==> src/rtl/proc_gen.sv <==
// proc_gen: parametrised multicycle processor (IDLE/T1/T2/T3/MEM FSM) with a MemReady-handshaked memory port.
// Optional build macro PROC_GEN_MULT_EN turns opcode 11 into an unsigned multiply.
module proc_gen #(
    parameter int N       = 16,
    parameter int TIMEOUT = 0
) (
    input  logic         Clock,
    input  logic         Reset,
    input  logic         Run,
    input  logic [N-1:0] DIN,
    input  logic         MemReady,
    output logic         Done,
    output logic         Err,
    output logic [N-1:0] BusWires,
    output logic [N-1:0] ADDR,
    output logic [N-1:0] DOUT,
    output logic         W
);
    typedef enum logic [2:0] {S_IDLE, S_T1, S_T2, S_T3, S_MEM} state_t;

    localparam logic [3:0] OP_LD   = 4'd0;
    localparam logic [3:0] OP_ST   = 4'd1;
    localparam logic [3:0] OP_MVNZ = 4'd2;
    localparam logic [3:0] OP_MV   = 4'd3;
    localparam logic [3:0] OP_MVI  = 4'd4;
    localparam logic [3:0] OP_ADD  = 4'd5;
    localparam logic [3:0] OP_SUB  = 4'd6;
    localparam logic [3:0] OP_OR   = 4'd7;
    localparam logic [3:0] OP_SLT  = 4'd8;
    localparam logic [3:0] OP_SLL  = 4'd9;
    localparam logic [3:0] OP_SRL  = 4'd10;
`ifdef PROC_GEN_MULT_EN
    localparam logic [3:0] OP_MUL  = 4'd11;
`endif
    localparam logic [N-1:0] N_VAL = N'(N);

    state_t       state_q;
    logic [9:0]   ir_q;
    logic [N-1:0] regs_q [8];
    logic [N-1:0] a_q;
    logic [N-1:0] g_q;
    logic [N-1:0] addr_q;
    logic [N-1:0] dout_q;
    logic [31:0]  cnt_q;

    logic [3:0]   op;
    logic [2:0]   rx;
    logic [2:0]   ry;
    logic [N-1:0] rxVal;
    logic [N-1:0] ryVal;
    logic [N-1:0] g_d;
    logic [N-1:0] busWires;
    logic         isAlu;
    logic         timeoutHit;

    assign op    = ir_q[9:6];
    assign rx    = ir_q[5:3];
    assign ry    = ir_q[2:0];
    assign rxVal = regs_q[rx];
    assign ryVal = regs_q[ry];

    // The wait that would bring the count up to TIMEOUT ends the access instead.
    assign timeoutHit = (TIMEOUT != 0) && !MemReady && (cnt_q == 32'(TIMEOUT - 1));

`ifdef PROC_GEN_MULT_EN
    assign isAlu = (op >= OP_ADD) && (op <= OP_MUL);
`else
    assign isAlu = (op >= OP_ADD) && (op <= OP_SRL);
`endif

    always_comb begin
        g_d = g_q;
        case (op)
            OP_ADD: g_d = a_q + ryVal;
            OP_SUB: g_d = a_q - ryVal;
            OP_OR:  g_d = a_q | ryVal;
            OP_SLT: begin
                g_d    = '0;
                g_d[0] = $signed(a_q) < $signed(ryVal);
            end
            OP_SLL: g_d = (ryVal >= N_VAL) ? '0 : (a_q << ryVal);
            OP_SRL: g_d = (ryVal >= N_VAL) ? '0 : (a_q >> ryVal);
`ifdef PROC_GEN_MULT_EN
            OP_MUL: g_d = a_q * ryVal;
`endif
            default: g_d = g_q;
        endcase
    end

    always_comb begin
        busWires = '0;
        Done     = 1'b0;
        Err      = 1'b0;
        W        = 1'b0;
        case (state_q)
            S_T1: begin
                if (op == OP_LD || op == OP_ST) begin
                    busWires = ryVal;
                end else if (op == OP_MVNZ) begin
                    if (g_q != '0) busWires = ryVal;
                    Done = 1'b1;
                end else if (op == OP_MV) begin
                    busWires = ryVal;
                    Done     = 1'b1;
                end else if (op == OP_MVI) begin
                    busWires = DIN;
                    Done     = 1'b1;
                end else if (isAlu) begin
                    busWires = rxVal;
                end else begin
                    Done = 1'b1;
                end
            end
            S_T2: busWires = (op == OP_ST) ? rxVal : ryVal;
            S_T3: begin
                busWires = g_q;
                Done     = 1'b1;
            end
            S_MEM: begin
                W = (op == OP_ST);
                if (MemReady) begin
                    Done = 1'b1;
                    if (op == OP_LD) busWires = DIN;
                end else if (timeoutHit) begin
                    Done = 1'b1;
                    Err  = 1'b1;
                end
            end
            default: busWires = '0;
        endcase
    end

    always_ff @(posedge Clock or posedge Reset) begin
        if (Reset) begin
            state_q <= S_IDLE;
            ir_q    <= '0;
            a_q     <= '0;
            g_q     <= '0;
            addr_q  <= '0;
            dout_q  <= '0;
            cnt_q   <= '0;
            for (int i = 0; i < 8; i++) regs_q[i] <= '0;
        end else begin
            case (state_q)
                S_IDLE: begin
                    if (Run) begin
                        ir_q    <= DIN[9:0];
                        state_q <= S_T1;
                    end
                end
                S_T1: begin
                    if (op == OP_LD) begin
                        addr_q  <= busWires;
                        cnt_q   <= '0;
                        state_q <= S_MEM;
                    end else if (op == OP_ST) begin
                        addr_q  <= busWires;
                        state_q <= S_T2;
                    end else if (isAlu) begin
                        a_q     <= busWires;
                        state_q <= S_T2;
                    end else begin
                        if (op == OP_MV || op == OP_MVI || (op == OP_MVNZ && g_q != '0))
                            regs_q[rx] <= busWires;
                        state_q <= S_IDLE;
                    end
                end
                S_T2: begin
                    if (op == OP_ST) begin
                        dout_q  <= busWires;
                        cnt_q   <= '0;
                        state_q <= S_MEM;
                    end else begin
                        g_q     <= g_d;
                        state_q <= S_T3;
                    end
                end
                S_T3: begin
                    regs_q[rx] <= g_q;
                    state_q    <= S_IDLE;
                end
                S_MEM: begin
                    if (MemReady) begin
                        if (op == OP_LD) regs_q[rx] <= DIN;
                        state_q <= S_IDLE;
                    end else if (timeoutHit) begin
                        state_q <= S_IDLE;
                    end else begin
                        cnt_q <= cnt_q + 32'd1;
                    end
                end
                default: state_q <= S_IDLE;
            endcase
        end
    end

    assign BusWires = busWires;
    assign ADDR     = addr_q;
    assign DOUT     = dout_q;
endmodule

==> config.mk <==
export PLATFORM = sky130hd
export DESIGN_NAME = proc_gen
export DESIGN_NICKNAME = d
export VERILOG_FILES = /design/src/rtl/proc_gen.sv
export SDC_FILE = /design/constraint.sdc
export NUM_CORES = 1
export LEC_CHECK = 0
export BUFFER_PORTS_ARGS = -buffer_cell sky130_fd_sc_hd__buf_2
export CAP_MARGIN = 20
export CELL_PAD_IN_SITES_DETAIL_PLACEMENT = 0
export CELL_PAD_IN_SITES_GLOBAL_PLACEMENT = 1
export CORE_MARGIN = 4
export CORE_UTILIZATION = 30
export CTS_BUF_LIST = sky130_fd_sc_hd__clkbuf_16
export CTS_CLUSTER_DIAMETER = 60
export DETAILED_ROUTE_END_ITERATION = 6
export PLACE_DENSITY = 0.64
export RECOVER_POWER = 100
export SLEW_MARGIN = 10
export SYNTH_ARGS = -nofsm -noshare
export SYNTH_HDL_FRONTEND = slang
export SYNTH_SLANG_ARGS = --single-unit
export TNS_END_PERCENT = 100
==> constraint.sdc <==
create_clock -name Clock -period 11.1 [get_ports Clock]
set_clock_uncertainty 0.15 [all_clocks]
set_input_delay 2.22 -clock Clock [delete_from_list [all_inputs] [get_ports Clock]]
set_output_delay 2.22 -clock Clock [all_outputs]
set_load 0.01 [all_outputs]
After elaboration in Yosys (flattened, before gate mapping)
Cells that the tools add are included.
- flip-flop bits (word level): 205
- bits of input ports: 20
- output and inout bits: 51
- logic and storage cells: 118
- $add $sub $neg: 2
- magnitude comparators: 7
- equal/unequal tests: 21
- shift operators: 2
- muxes and demuxes: 48
- bitwise operators: 5
- reductions and logical operators: 19
- operator list (kind ; number):
    $mux W128 ; 6
    $bwmux W128 ; 3
    $pmux W128 S3 ; 1
    $mux W16 ; 18
    $bmux W16 S3 ; 2
    $pmux W16 S6 ; 1
    $pmux W16 S4 ; 1
    $demux W16 S3 ; 1
    $add A16 B16 Y16 ; 1
    $eq A4 B3 Y1 const B ; 4
    $ge A16 B5 Y1 const B ; 1
    $lt A16 B16 Y1 ; 1
    $or A16 B16 Y16 ; 1
    $reduce_bool A16 Y1 ; 1
    $shl A16 B16 Y16 ; 1
    $shr A16 B16 Y16 ; 1
    $sub A16 B16 Y16 ; 1
    $ne A2 B2 Y1 const B ; 7
    $eq A4 B4 Y1 const B ; 3
    $mux W3 ; 4
    $pmux W3 S4 ; 1
    $eq A4 B2 Y1 const B ; 2
    $ge A4 B4 Y1 const B ; 2
    $not A3 Y4 ; 2
    other kinds (22) ; 38

Logic depth before layout (Yosys ltp)
- depth in word-level cells: 16
- depth in mapped cells: 19
- mapped depth without buffers: 15

Worst setup path after synthesis
Ideal clock, no wire load.
- kind: input -> output
- start point: input port MemReady
- end point: output port BusWires[6]
- arrival: 3.164 ns
- required time: 8.730 ns
- slack: 5.566 ns
- stages on the path: 6
- buffers on the path: 0
- cell sequence: nand2_1 nor2_1 a22oi_1 o31ai_1 a311oi_1 inv_1
- longest elaborated chain between the ends: 2
- ends and longest elaborated chain (what ; RTL line ; text):
    start, declared ; 11 ; input logic MemReady,
    $mux W16 ; 121 ; if (MemReady) begin
    $pmux W16 S4 ; 95 ; case (state_q)
    end, declared ; 14 ; output logic [N-1:0] BusWires,
No other way between the ends.

Final worst setup path
- start point: register ir_q[4]
- end point: output port BusWires[8]
- longest elaborated chain between the ends: 10
- elaborated cells on any way between the ends: 11
- those cells by class: mux (10); bitwise (1)
- ends and longest elaborated chain (what ; RTL line ; text):
    start, declared ; 38 ; logic [9:0] ir_q;
    start signal, assigned ; 147 ; ir_q <= DIN[9:0];
    $not A3 Y4 (not written as such) (*) ; 59 ; assign rxVal = regs_q[rx];
    $bmux W16 S3 (*) ; 59 ;
    $mux W16 (not written as such) (*) (2 in a row) ; 59 ;
    $mux W16 ; 108 ; end else if (isAlu) begin
    $mux W16 ; 105 ; end else if (op == OP_MVI) begin
    $mux W16 ; 102 ; end else if (op == OP_MV) begin
    $mux W16 ; 99 ; end else if (op == OP_MVNZ) begin
    $mux W16 ; 97 ; if (op == OP_LD || op == OP_ST) begin
    $pmux W16 S4 (*) ; 95 ;
Mark *: on every way between the ends. The rest lies on a longest branch, timed or not. The select of a mux whose other input is x is not followed.

==> run_results.csv <==
group,metric,value,unit
run_status,status,"finished with violations",
run_status,violations,"capacitance limit, slew limit",
grt,grt_max_degree,83,
logic_synthesis,ys_seq_elements,205,
timing,hold_violations,0,
die,core,45600,µm²
detailed_routing,dr_total_vias,12437,
grt,gr-usage-all-layers,20.3,%
logic_synthesis,synth-edff-count,0,
timing,setup-tns-final,0,ps
critical_path,cp_max_fo,49,
die,dieArea,49800,µm²
critical_path,crit_top_cell,"clkbuf_1",
critical_path,arrival,5430,ps
timing,finalSetupViolations,0,
placement,dp_hpwl,37.9,mm
cells_and_area,area_growth,12.4,%
logic_synthesis,yosys_warnings,0,
detailed_routing,first_iter_violations,1185,
placement,portBuffers,69,
logic_synthesis,synthSimpleGateAreaFrac,14.0,%
logic_synthesis,synth_top_family_by_area,"compound AO/OA/AOI/OAI gates",
timing,fin_crit_sh,70.3,%
cts,clockRootBuffer,"clkbuf_16",
critical_path,worst_path_max_delay_cell,"clkbuf_1",
cells_and_area,layout_commonest_cell,"nor2_1",
detailed_routing,wl_per_cell,23.9,µm
logic_synthesis,async_flop_share,100,%
timing,min_period,7800,ps
cts,cts_buffers,26,
timing,tightestPinTransition,3940,ps
cells_and_area,final_core_util,34.3,%
logic_synthesis,synth_compound_area_share,22.7,%
cts,cts_resized,0,
timing,rsz0062_at_grt,"false",
critical_path,r2r_slack,3880,ps
cells_and_area,layout-drive-gt1-share,11.8,%
logic_synthesis,ys_seq_area_share,36.9,%
cts,tritoncts,"yes",
logic_synthesis,avgSynthCellArea,8.98,µm²
timing,report.final.slew_viol_count,230,
timing,maxSlewHeadroom,-164,%
cts,cts_num_sinks,205,
cts,clock_path_buffers,3,
die,die_h,223,µm
die,dieWidth,223,µm
logic_synthesis,synth_area,13900,µm²
cts,post_cts_buffers,0,
critical_path,critPathKind,"reg2out",
detailed_routing,first_pass_iters,5,
detailed_routing,viasPerCell,5.67,
placement,gp_routability_congestion,0.929,
critical_path,end_kind,"output pin",
cts,htree_levels,1,
detailed_routing,routed_wl,52.4,mm
die,num_io_pins,71,
cells_and_area,fin_nets,1656,
grt,grt_pass1_vias,12206,
critical_path,worstPathCellList,"clkbuf_1 -> nand2_1 -> o221ai_1 -> o21a_1 -> a2111oi_0 -> a221oi_1 -> nor2_1 -> nor4_1 -> inv_1 -> clkbuf_1",
job,max-cap-violations,4,
logic_synthesis,synth_adder_area_share,5.78,%
die,initial_utilization,30.5,%
logic_synthesis,yosys.area_share.xor_xnor,1.51,%
grt,grt_pass1_wl,78.7,mm
cts,worstSkewPairLatency,550,ps
logic_synthesis,post_synth_num_cell_types,75,
cts,clkTransAtPathRegs,60,ps
critical_path,cp-start-kind,"register",
logic_synthesis,synth_fp_nets,1629,
detailed_routing,drc_errors,0,
critical_path,slowest_delay,1840,ps
cts,hold_buffers,0,
grt,grt.overflow.total,0,
logic_synthesis,synthMuxAreaShare,14.0,%
cells_and_area,layout_common_cells,"217 x nor2_1, 214 x a21oi_1, 202 x dfrtp_1",
timing,clock.fmax,128,MHz
die,rows,78,
logic_synthesis,synthFlopType,"dfrtp_1",
critical_path,cp.required,8730,ps
min_path,hp-class,"reg2reg",
detailed_routing,antenna_left,0,
grt,antenna_found_initial,2,
logic_synthesis,syn_inst,1546,
[cell type report]
type	instances	area [µm²]
clock inverters	19	209
clock buffers	27	676
well taps	600	751
flip-flops and latches	205	5130
inverters	59	225
fillers	4728	30000
repair buffers	106	531
multi-input cells	1175	8080
diodes	2	5.00
[critical path: cells and delay by family, from the launching register on]
| family | cells | cell delay, ps |
|---|---|---|
| AOI/OAI and AO/OA | 4 | 1090 |
| DFF | 1 | 330 |
| and+or+nand+nor | 3 | 1250 |
| buffers and inverters | 3 | 2180 |
[synth_stat cells (all sizes together), types with 5 or more instances]
master    n  area share (%)
nor3     14            0.50
a22oi    25             1.4
xor2      8            0.50
mux2i    75             5.6
o211ai   14            0.76
and2      7            0.32
a21oi   215             7.8
nand3b    5            0.27
nand2    96             2.6
a221oi   11            0.74
a31oi    11            0.50
clkbuf   78             2.1
nand3    19            0.68
or3       5            0.23
nor2b    14            0.63
a21o      9            0.49
nor2    218             5.9
nand4     5            0.23
buf      29             1.3
inv      59             1.6
a22o     13            0.82
o22ai    23             1.0
o221ai   33             2.1
dfrtp   205              37
nor4      9            0.41
o21ai    81             2.9
or2      10            0.45
ha       61             5.5
a211oi    8            0.43
o21a      9            0.49
mux2     36             2.9
o22a      6            0.38
mux4     34             5.5
xnor2    16             1.0
nand2b   23             1.0
[metrics by stage]
step,instance area [µm²],hold slack [ps],std cells,setup WS [ps]
6_report,15600,332,2193,3300
5_1_grt,15600,352,2192,2780
4_1_cts,15700,337,2191,4930
3_5_place_dp,14800,317,2145,5080
3_3_place_gp,14800,313,2145,5090
2_1_floorplan,13900,342,1546,3130
[path summary, 6_finish.rpt]
path / start / to / cells past startpoint
min in group asynchronous: Reset / async pin / 2
max in group asynchronous: Reset / async pin / 3
max: ir_q[4] / BusWires[8] / 10
min: DOUT[12] / DOUT[12] / 1
max reg2reg: ir_q[2] / g_q[14] / 17
min reg2reg: DOUT[12] / DOUT[12] / 1
[per-layer routing]
layer  up-vias  wire length (µm)  global-route usage, %
met5         -                 0                      0
met4         0              2240                   7.70
met3       103              3380                   2.92
met2       495             24900                   34.0
met1      6143             21900                   26.7
li1       5696                 -                      -
[kinds of logic (layout without fill, tap and decap cells)]
kind of cell | count (synthesis) | in the layout
simple gates | 438 | 438
mux | 145 | 145
compound gates | 504 | 504
xor+xnor | 24 | 24
other cells | 1 | 3
buf+inv | 166 | 211
fa+ha+maj | 63 | 63
flops | 205 | 205
Power is left out: the tool's default activity adds up to more than one toggle a clock period on the data nets, which glitch-free logic cannot reach.
